File: src/rtl/cache_ctrl_wb.sv
// Direct-mapped, write-back, write-allocate cache controller driving external SRAM and SDRAM.
// Define CACHE_CTRL_STATS_EN to add saturating hit_count/miss_count outputs.
module cache_ctrl_wb #(
   parameter int ADDR_WIDTH  = 16,
   parameter int DATA_WIDTH  = 8,
   parameter int TAG_SIZE    = 8,
   parameter int INDEX_SIZE  = 3,
   parameter int OFFSET_SIZE = 5
) (
   input  logic                              clk,
   input  logic                              rst,
   input  logic [ADDR_WIDTH-1:0]             Address_cpu,
   input  logic [DATA_WIDTH-1:0]             DOut_cpu,
   input  logic                              wr_rd_cpu,
   input  logic                              cs_cpu,
   output logic                              rdy_cpu,
   output logic [ADDR_WIDTH-1:0]             Address_sdram,
   output logic                              wr_rd_sdram,
   output logic                              mstrb_sdram,
   input  logic                              sdram_ack,
   output logic                              mux_sel,
   output logic                              demux_sel,
   output logic                              wen_sram,
   output logic [INDEX_SIZE+OFFSET_SIZE-1:0] address_sram
`ifdef CACHE_CTRL_STATS_EN
   ,
   output logic [15:0]                       hit_count,
   output logic [15:0]                       miss_count
`endif
);

   localparam int ADDR_WIDTH_SRAM = INDEX_SIZE + OFFSET_SIZE;
   localparam int LINES           = 2 ** INDEX_SIZE;
   localparam logic [OFFSET_SIZE-1:0] WORD_ZERO = '0;
   localparam logic [OFFSET_SIZE-1:0] WORD_ONE  = {{(OFFSET_SIZE-1){1'b0}}, 1'b1};

   if (TAG_SIZE + INDEX_SIZE + OFFSET_SIZE != ADDR_WIDTH) begin : g_bad_fields
      $error("cache_ctrl_wb: TAG_SIZE+INDEX_SIZE+OFFSET_SIZE must equal ADDR_WIDTH");
   end

   typedef enum logic [2:0] {
      IDLE, LOOKUP, ACCESS, WB_REQ, WB_WAIT, FILL_REQ, FILL_WAIT
   } state_t;

   state_t                     r_state;
   logic [LINES-1:0]           r_valid;
   logic [LINES-1:0]           r_dirty;
   logic [TAG_SIZE-1:0]        r_tag [LINES];
   logic [TAG_SIZE-1:0]        r_cap_tag;
   logic [INDEX_SIZE-1:0]      r_idx;
   logic [OFFSET_SIZE-1:0]     r_off;
   logic                       r_wr;
   logic [DATA_WIDTH-1:0]      r_data;
   logic [OFFSET_SIZE-1:0]     r_word;
   logic                       r_rdy;
   logic                       r_mstrb;
   logic                       r_wr_sdram;
   logic [ADDR_WIDTH-1:0]      r_addr_sdram;
   logic                       r_mux;
   logic                       r_demux;
   logic                       r_wen;
   logic [ADDR_WIDTH_SRAM-1:0] r_addr_sram;

   logic                       w_hit;
   logic                       w_victim_dirty;
   logic                       w_last;
   logic                       w_fill_ack;
   logic [OFFSET_SIZE-1:0]     w_word_nxt;
   logic                       w_unused_data;

   assign w_hit          = r_valid[r_idx] && (r_tag[r_idx] == r_cap_tag);
   assign w_victim_dirty = r_valid[r_idx] && r_dirty[r_idx];
   assign w_last         = &r_word;
   assign w_fill_ack     = (r_state == FILL_WAIT) && sdram_ack;
   assign w_word_nxt     = r_word + WORD_ONE;
   // Write data reaches the SRAM through the external mux; the captured copy is not consumed here.
   assign w_unused_data  = ^r_data;

   // Controller FSM with registered handshake, SDRAM and SRAM control outputs
   always_ff @(posedge clk or negedge rst) begin
      if (!rst) begin
         r_state      <= IDLE;
         r_valid      <= '0;
         r_dirty      <= '0;
         r_cap_tag    <= '0;
         r_idx        <= '0;
         r_off        <= '0;
         r_wr         <= 1'b0;
         r_data       <= '0;
         r_word       <= '0;
         r_rdy        <= 1'b1;
         r_mstrb      <= 1'b0;
         r_wr_sdram   <= 1'b0;
         r_addr_sdram <= '0;
         r_mux        <= 1'b0;
         r_demux      <= 1'b0;
         r_wen        <= 1'b0;
         r_addr_sram  <= '0;
      end else begin
         r_mstrb <= 1'b0;
         r_wen   <= 1'b0;
         case (r_state)
            IDLE: begin
               if (cs_cpu) begin
                  {r_cap_tag, r_idx, r_off} <= Address_cpu;
                  r_data  <= DOut_cpu;
                  r_wr    <= wr_rd_cpu;
                  r_rdy   <= 1'b0;
                  r_state <= LOOKUP;
               end
            end
            LOOKUP: begin
               r_word <= WORD_ZERO;
               if (w_hit) begin
                  r_state     <= ACCESS;
                  r_addr_sram <= {r_idx, r_off};
                  r_wen       <= r_wr;
                  r_mux       <= 1'b0;
                  r_demux     <= 1'b0;
               end else if (w_victim_dirty) begin
                  r_state      <= WB_REQ;
                  r_mstrb      <= 1'b1;
                  r_wr_sdram   <= 1'b1;
                  r_addr_sdram <= {r_tag[r_idx], r_idx, WORD_ZERO};
                  r_addr_sram  <= {r_idx, WORD_ZERO};
                  r_demux      <= 1'b1;
               end else begin
                  r_valid[r_idx] <= 1'b0;
                  r_state        <= FILL_REQ;
                  r_mstrb        <= 1'b1;
                  r_wr_sdram     <= 1'b0;
                  r_addr_sdram   <= {r_cap_tag, r_idx, WORD_ZERO};
                  r_addr_sram    <= {r_idx, WORD_ZERO};
                  r_mux          <= 1'b1;
                  r_demux        <= 1'b0;
               end
            end
            ACCESS: begin
               if (r_wr) begin
                  r_dirty[r_idx] <= 1'b1;
               end
               r_rdy   <= 1'b1;
               r_state <= IDLE;
            end
            WB_REQ: begin
               r_state <= WB_WAIT;
            end
            WB_WAIT: begin
               if (sdram_ack && !w_last) begin
                  r_word       <= w_word_nxt;
                  r_state      <= WB_REQ;
                  r_mstrb      <= 1'b1;
                  r_addr_sdram <= {r_tag[r_idx], r_idx, w_word_nxt};
                  r_addr_sram  <= {r_idx, w_word_nxt};
               end else if (sdram_ack) begin
                  // victim is now in SDRAM; the line stays invalid until its refill completes
                  r_word         <= WORD_ZERO;
                  r_valid[r_idx] <= 1'b0;
                  r_state        <= FILL_REQ;
                  r_mstrb        <= 1'b1;
                  r_wr_sdram     <= 1'b0;
                  r_addr_sdram   <= {r_cap_tag, r_idx, WORD_ZERO};
                  r_addr_sram    <= {r_idx, WORD_ZERO};
                  r_mux          <= 1'b1;
                  r_demux        <= 1'b0;
               end
            end
            FILL_REQ: begin
               r_state <= FILL_WAIT;
            end
            FILL_WAIT: begin
               if (sdram_ack && !w_last) begin
                  r_word       <= w_word_nxt;
                  r_state      <= FILL_REQ;
                  r_mstrb      <= 1'b1;
                  r_addr_sdram <= {r_cap_tag, r_idx, w_word_nxt};
                  r_addr_sram  <= {r_idx, w_word_nxt};
               end else if (sdram_ack) begin
                  r_valid[r_idx] <= 1'b1;
                  r_dirty[r_idx] <= 1'b0;
                  r_state        <= ACCESS;
                  r_addr_sram    <= {r_idx, r_off};
                  r_wen          <= r_wr;
                  r_mux          <= 1'b0;
                  r_demux        <= 1'b0;
               end
            end
            default: begin
               r_state <= IDLE;
               r_rdy   <= 1'b1;
            end
         endcase
      end
   end

   // Tag store, written when the last word of a line fill is acknowledged
   always_ff @(posedge clk) begin
      if (w_fill_ack && w_last) begin
         r_tag[r_idx] <= r_cap_tag;
      end
   end

   assign rdy_cpu       = r_rdy;
   assign Address_sdram = r_addr_sdram;
   assign wr_rd_sdram   = r_wr_sdram;
   assign mstrb_sdram   = r_mstrb;
   assign mux_sel       = r_mux;
   assign demux_sel     = r_demux;
   assign address_sram  = r_addr_sram;
   // Fill words are written in the acknowledge cycle itself, while SDRAM data is on the bus
   assign wen_sram      = r_wen | w_fill_ack;

`ifdef CACHE_CTRL_STATS_EN
   logic [15:0] r_hit_cnt;
   logic [15:0] r_miss_cnt;

   // Saturating hit/miss counters, updated once per lookup
   always_ff @(posedge clk or negedge rst) begin
      if (!rst) begin
         r_hit_cnt  <= 16'h0000;
         r_miss_cnt <= 16'h0000;
      end else if (r_state == LOOKUP) begin
         if (w_hit) begin
            if (r_hit_cnt != 16'hFFFF) begin
               r_hit_cnt <= r_hit_cnt + 16'h0001;
            end
         end else if (r_miss_cnt != 16'hFFFF) begin
            r_miss_cnt <= r_miss_cnt + 16'h0001;
         end
      end
   end

   assign hit_count  = r_hit_cnt;
   assign miss_count = r_miss_cnt;
`endif

endmodule

File: config.mk
export PLATFORM = sky130hd
export DESIGN_NAME = cache_ctrl_wb
export DESIGN_NICKNAME = d
export VERILOG_FILES = /design/src/rtl/cache_ctrl_wb.sv
export SDC_FILE = /design/constraint.sdc
export NUM_CORES = 1
export LEC_CHECK = 0
export CORE_AREA = 2 2 118 120
export DETAILED_ROUTE_END_ITERATION = 10
export DIE_AREA = 0 0 120 122
export PLACE_DENSITY = 0.73
export SYNTH_ARGS = -nofsm -noshare
export SYNTH_HDL_FRONTEND = slang
export SYNTH_SLANG_ARGS = --single-unit
export TNS_END_PERCENT = 30
File: constraint.sdc
create_clock -name clk -period 2.9 [get_ports clk]
set_input_delay 0.58 -clock clk [delete_from_list [all_inputs] [get_ports clk]]
set_output_delay 0.58 -clock clk [all_outputs]
set_load 0.05 [all_outputs]
==> summary.md <==
| Metric | Value |
|---|---|
| Die Ht | 122 µm |
| GRT Total Usage | 0.1960 |
| Layout cells sized above 1 | 0.2821 |
| Via Count | around 4k |
| Asr flop ratio synth | 0.5259 |
| Endpoints failing setup | 0 |
| CTS Buf Count | 17 |
| Peak VDD IR | 592.9 µV |
| # port buffers | 50 |
| P per Cell Area | 1145 mW/mm² |
| Tot Pwr | just under 9 mW |
| Placement Cell Area | 0.006894 mm² |
| # rows | 43 |
| Internal power | roughly 5.6 mW |
| Switching fraction of total power | 0.3634 |
| Largest net degree at the start of global routing | 72 |
| Sequential share of the synthesized area | 0.6274 |
| Clock network fraction of design power | 0.257 |
| DR top layer | met4 |
| Final period util | 0.9897 |
| R2R cell count | 10 |
| # H-tree levels | 4 |
| Max-Cap Viols | 0 |
| Cell with the most instances after synthesis | dfrtp_1 |
| Starting Density | 0.4367 |
| Drc violations | 0 |
| WP data required | 3.20 ns |
| Top cell type by total area after synthesis | edfxtp_1 |
| Clk buf depth | 2 |
| Syn. warnings | 0 |
| Fmax | between 300 and 400 MHz |
| Worst EP arrival | 3.17 ns |
| Layout area overhead | 30.45% |
| Post-synth top cells | dfrtp_1, edfxtp_1, nand2_1, mux2_2, o21ai_0 |
| Yosys top cell area share | 0.3259 |
| Max_slew headroom | 0.3969 |
| Die area | 0.01464 mm² |
| Wl on met1 | 5838 µm |
| Cts-stage hold buffer count | 0 |
| Net count after synthesis | about 470 |
| CP Launch Type | flop |
| Post-Syn Area | 0.005897 mm² |
| DR WL/cell | between 15 and 20 µm |
| Dpl ws | -0.3520 ns |
| # diodes | 0 |
| PnR worst setup slack | 0.02991 ns |
| GRT overflow | 0 |
| Seq pwr share | 0.333 |
| DRC marker count from the first detailed-route iteration | about 270 |
| Comb power frac | 0.410 |
| Post-layout min period | about 2.9 ns |
| Static Leak | 3.113 nW |
| Crit path top cell by count | buf_4 |
| #FFs+latches synth | between 100 and 150 |
| DP Wirelength | around 9000 µm |
| Fin. Hold Viols | 0 |
| Wire length on met3 | about 640 µm |
| Fin. max-slew vios | 0 |
| Fin area | slightly below 0.008 mm² |
| Avg Inst Size Synth | approximately 13 µm² |
| Number of routed nets with antenna violations | 0 |
| Nets | about 570 |
| Critical path fanouts, max | 9 |
| Fin util | 0.5696 |
| Final Non-Filler Cells | around 730 |
| Sw Pwr | ~3.2 mW |
| Run status | finished clean |
| Met2 WL | roughly 6800 µm |
| Ranking of synthesized cells by area | edfxtp_1, dfrtp_1, mux2_2, mux4_2, mux2i_1 |
| Slowest cell on crit path | mux4_2 |
| I/O pins | 59 |
| DR pass1 iterations | 6 |
| Core region area | 0.01350 mm² |
| Initial antenna violation count | 0 |
| Crit path kind | flop to flop |
| Routability cong. | around 0.81 |
| TritonCTS clock tree | yes |
| Vias per cell | roughly 5.4 |
| Critical path cell sequence | buf_4 -> mux4_2 -> mux2i_2 -> xnor2_1 -> o2111ai_4 -> nor4_4 -> buf_4 -> o21ai_4 -> buf_12 -> mux2_4 |
| Critical Path Max Stage Delay | 0.51 ns |
| Worst skew pair latency | approximately 0.42 ns |
| Global-route wire length before repair | approximately 22000 µm |
| Endpoint class of the critical path | flop |
| Vias in the first global route | approximately 4.2k |
| CTS Sinks | between 100 and 150 |
| Clk root buf | clkbuf_16 |
| Hold WC Path Type | primary input to async pin |
| Post-Route WL | 13510 µm |
| Synth Flop Type | dfrtp_1 |
| Worst-Margin Slew | 0.9047 ns |
| Dpl cells | 692 |
| Die extent in x | around 120 µm |
| Cells after synthesis | 438 |
| EDFF count, synth | 64 |
| Clock Skew | 0.009495 ns |
| Yosys cell types | 57 |
| CTS clk-pin slew, worst paths | 0.06 ns |
==> routing by layer <==
layer	GRT usage	vias to the layer above
li1	-	1842
met1	0.2496	2018
met2	0.3235	111
met3	0.05431	22
met4	0.06912	0
met5	0	-
==> final cells by class <==
cell class | instances | area, µm²
timing repair buffer | 110 | 999.7
multi-input combinational | 263 | 2097
sequential | 135 | 3701
tap | 180 | 225.2
clock inverter | 13 | 177.7
fill | 1056 | 5812
clock buffer | 19 | 442.9
inverter | 13 | 48.80
==> stage by stage <==
stage / TNS (ns) / hold slack, ns
finish: 0 / 0.2970
global route: -0.4573 / 0.3692
CTS: 0 / 0.3271
detailed placement: -7.601 / 0.4818
global placement: -5.360 / 0.4761
floorplan: 0 / 0.2844
==> final timing paths <==
check                                     start                       endpoint  slack, ns
max                        r_idx[0]$_DFFE_PN0P_  Address_sdram[14]$_DFFE_PN0P_       0.03
min                                         rst           r_off[0]$_DFFE_PN0P_       0.30
max reg2reg                r_idx[0]$_DFFE_PN0P_  Address_sdram[14]$_DFFE_PN0P_       0.03
min reg2reg                                flop                           flop       0.50
max in group asynchronous                   rst           r_idx[0]$_DFFE_PN0P_       1.97
min in group clk                           flop                           flop       0.50
==> cell families after synthesis <==
logic type | share of synthesized area
AO/OA/AOI/OAI | 0.09888
XOR/XNOR | 0.01337
adder cells (fa/ha/maj) | 0.004243
buffers and inverters | 0.03161
flip-flops | 0.6274
multiplexers | 0.1373
AND/OR/NAND/NOR | 0.08721
==> power by group through the flow <==
stage	sequential (mW)	combinational, mW	clock (mW)
after CTS	2.93	3.44	2.29
final	2.93	3.61	2.26
after global routing	2.99	3.86	2.38
after global placement	2.94	3.19	0
after floorplan	3.30	1.80	0
after detailed placement	2.97	3.26	0
==> timing repair <==
| item | in CTS | in global routing |
|---|---|---|
| pin swaps | 2 | 2 |
| endpoints found under the setup margin | 29 | 26 |
| cloned | 0 | 0 |
| resized for setup | 3 | 15 |
| buffers inserted | 6 | 4 |
==> placed cells by master, fill, tap and decap left out, drive strengths merged, types with 16 or more instances in the layout <==
cell,instances
dfrtp,70
edfxtp,64
buf,62
clkdlybuf4s50,48
nand2,37
mux2,30
o21ai,23
nor2,20
clkbuf,19
mux2i,19
a21oi,16
==> critical path: cells and delay by family, from the launching register on <==
family,cells,cell delay (ns)
simple gates,1,0.34
xor+xnor,1,0.19
mux,3,1.02
buf+inv,3,0.51
flops,1,0.43
compound gates,2,0.26
(Power assumes the default switching activity.)
==> variant: new RTL, same settings <==
Build with the macro `CACHE_CTRL_STATS_EN` defined.
--- a/src/rtl/cache_ctrl_wb.sv
+++ b/src/rtl/cache_ctrl_wb.sv
@@ -1,5 +1,7 @@
 // Direct-mapped, write-back, write-allocate cache controller driving external SRAM and SDRAM.
 // Define CACHE_CTRL_STATS_EN to add saturating hit_count/miss_count outputs.
+`define CACHE_CTRL_STATS_EN
+
 module cache_ctrl_wb #(
    parameter int ADDR_WIDTH  = 16,
    parameter int DATA_WIDTH  = 8,
Check against the original RTL (old outputs only; new: hit_count and miss_count): equivalent (equiv_simple and equiv_induct, registers matched by name and starting in step).
==> variant against the original RTL <==
- the run now ends with negative setup slack left
- combinational power increased by 12%
- count of clock-buffer cells in the layout shrank 1
- cell area increased by 25%
- wire length rose by 33%
- worst setup slack worse by 0.063 ns
- area after synthesis rose by 26%
- power rose by 12%
- sequential cell count up 32
- critical path type unchanged
- largest power group unchanged
==> variant: results (changes against the original RTL) <==
grt:
  grt.total_usage: 0.256  # +0.0600
  met1_usage: 0.347  # +0.0973
  grt_use_met3: 0.0473  # -0.00702
  grt_pass1_wl_mm: 28.4  # +32%
  grt_use_met2: 0.414  # +0.0909
  grt_start_max_net_pins: 73  # +1.4%
layout:
  clk_share: 0.0641  # -0.0166
  ff_latch_area_um2: 4500  # +22%
  multi_input_cells: 403  # +53%
  final.fill_count: 890  # -16%
  multiInputGateArea_um2: 2870  # +37%
  layout-area-overhead-vs-synth_pct: 29.5
  buffers: 147  # +34%
  drive_gt1_frac: 0.211  # -0.0714
  final_util: 0.714  # +0.144
outcome:
  status: "complete, but fails checks"
  violations: "negative setup slack"
pwr:
  ir_drop_v: 0.000755  # +27%
  p_leak_nw: 4.06  # +30%
  power_density_nw_per_um2: 1020  # -11%
setup_path:
  crit_start: "r_idx[2]$_DFFE_PN0P_"
  r2r_end: "Address_sdram[5]$_DFFE_PN0P_"
yosys:
  netlist_top_cells_area: "dfrtp_1, edfxtp_1, mux2_2"
  synth_async_sr_flop_share: 0.617  # +0.0908
  synthTopCellsByCount: "dfrtp_1, edfxtp_1, nand2_1, nor2_1, mux2_2"
  synth.net_count: 643  # +37%
place:
  place.gp.congestion: 0.808  # -0.55%
  dp_hpwl_mm: 12.0  # +35%
  portBuffers: 82  # +64%
drt:
  route.met3.wl_mm: 1.14  # +78%
  drt_iter0_drc: 468  # +72%
  viasPerCell: 5.70  # +4.7%
sta:
  fin_ws_ns: -0.0332  # -0.0631 ns
  setup_violations: 6  # +6
variant: cell count changes in the layout (fill, tap and decap cells not counted), sizes merged, moves of 7 or more:
cell | unedited run | this run
nor2 | 20 | 57
clkdlybuf4s50 | 48 | 80
dfrtp | 70 | 102
nand2 | 37 | 59
nor3 | 4 | 26
xnor2 | 5 | 24
nand4 | 0 | 11
xor2 | 4 | 13
mux2i | 19 | 27
nand3 | 14 | 21
variant: logic make-up (layout without fill, tap and decap cells):
| logic type | after synthesis | in the layout | synth area share |
|---|---|---|---|
| buf+inv | 40 | 194 | 0.0277 |
| flops | 167 | 167 | 0.605 |
| compound gates | 82 | 82 | 0.0723 |
| simple gates | 212 | 212 | 0.135 |
| fa+ha+maj | 4 | 4 | 0.00673 |
| mux | 68 | 68 | 0.110 |
| xor+xnor | 37 | 37 | 0.0435 |
variant: timing repair:
action	CTS	global route
pin swaps	5	16
resized for setup	8	26
cloned	0	0
buffers inserted	3	3
endpoints found under the setup margin	36	43
variant: power groups by stage:
stage | clock, W | sequential, W | combinational [W]
after global routing | 0.00250 | 0.00348 | 0.00432
after detailed placement | 0 | 0.00344 | 0.00385
after floorplan | 0 | 0.00397 | 0.00191
after CTS | 0.00239 | 0.00341 | 0.00394
final | 0.00237 | 0.00342 | 0.00405
after global placement | 0 | 0.00341 | 0.00378
variant: per-stage QoR:
step,std cells,setup TNS (ns),total power (W),hold slack [ns],setup slack (ns)
6_report,944,-0.113,0.00984,0.0955,-0.0332
5_1_grt,944,-1.62,0.0103,0.109,-0.129
4_1_cts,941,-0.00630,0.00974,0.0934,-0.00630
3_5_place_dp,906,-1.92,0.00729,0.456,-0.130
3_3_place_gp,906,-0.523,0.00719,0.462,-0.0712
2_1_floorplan,610,0,0.00588,0.284,0.216
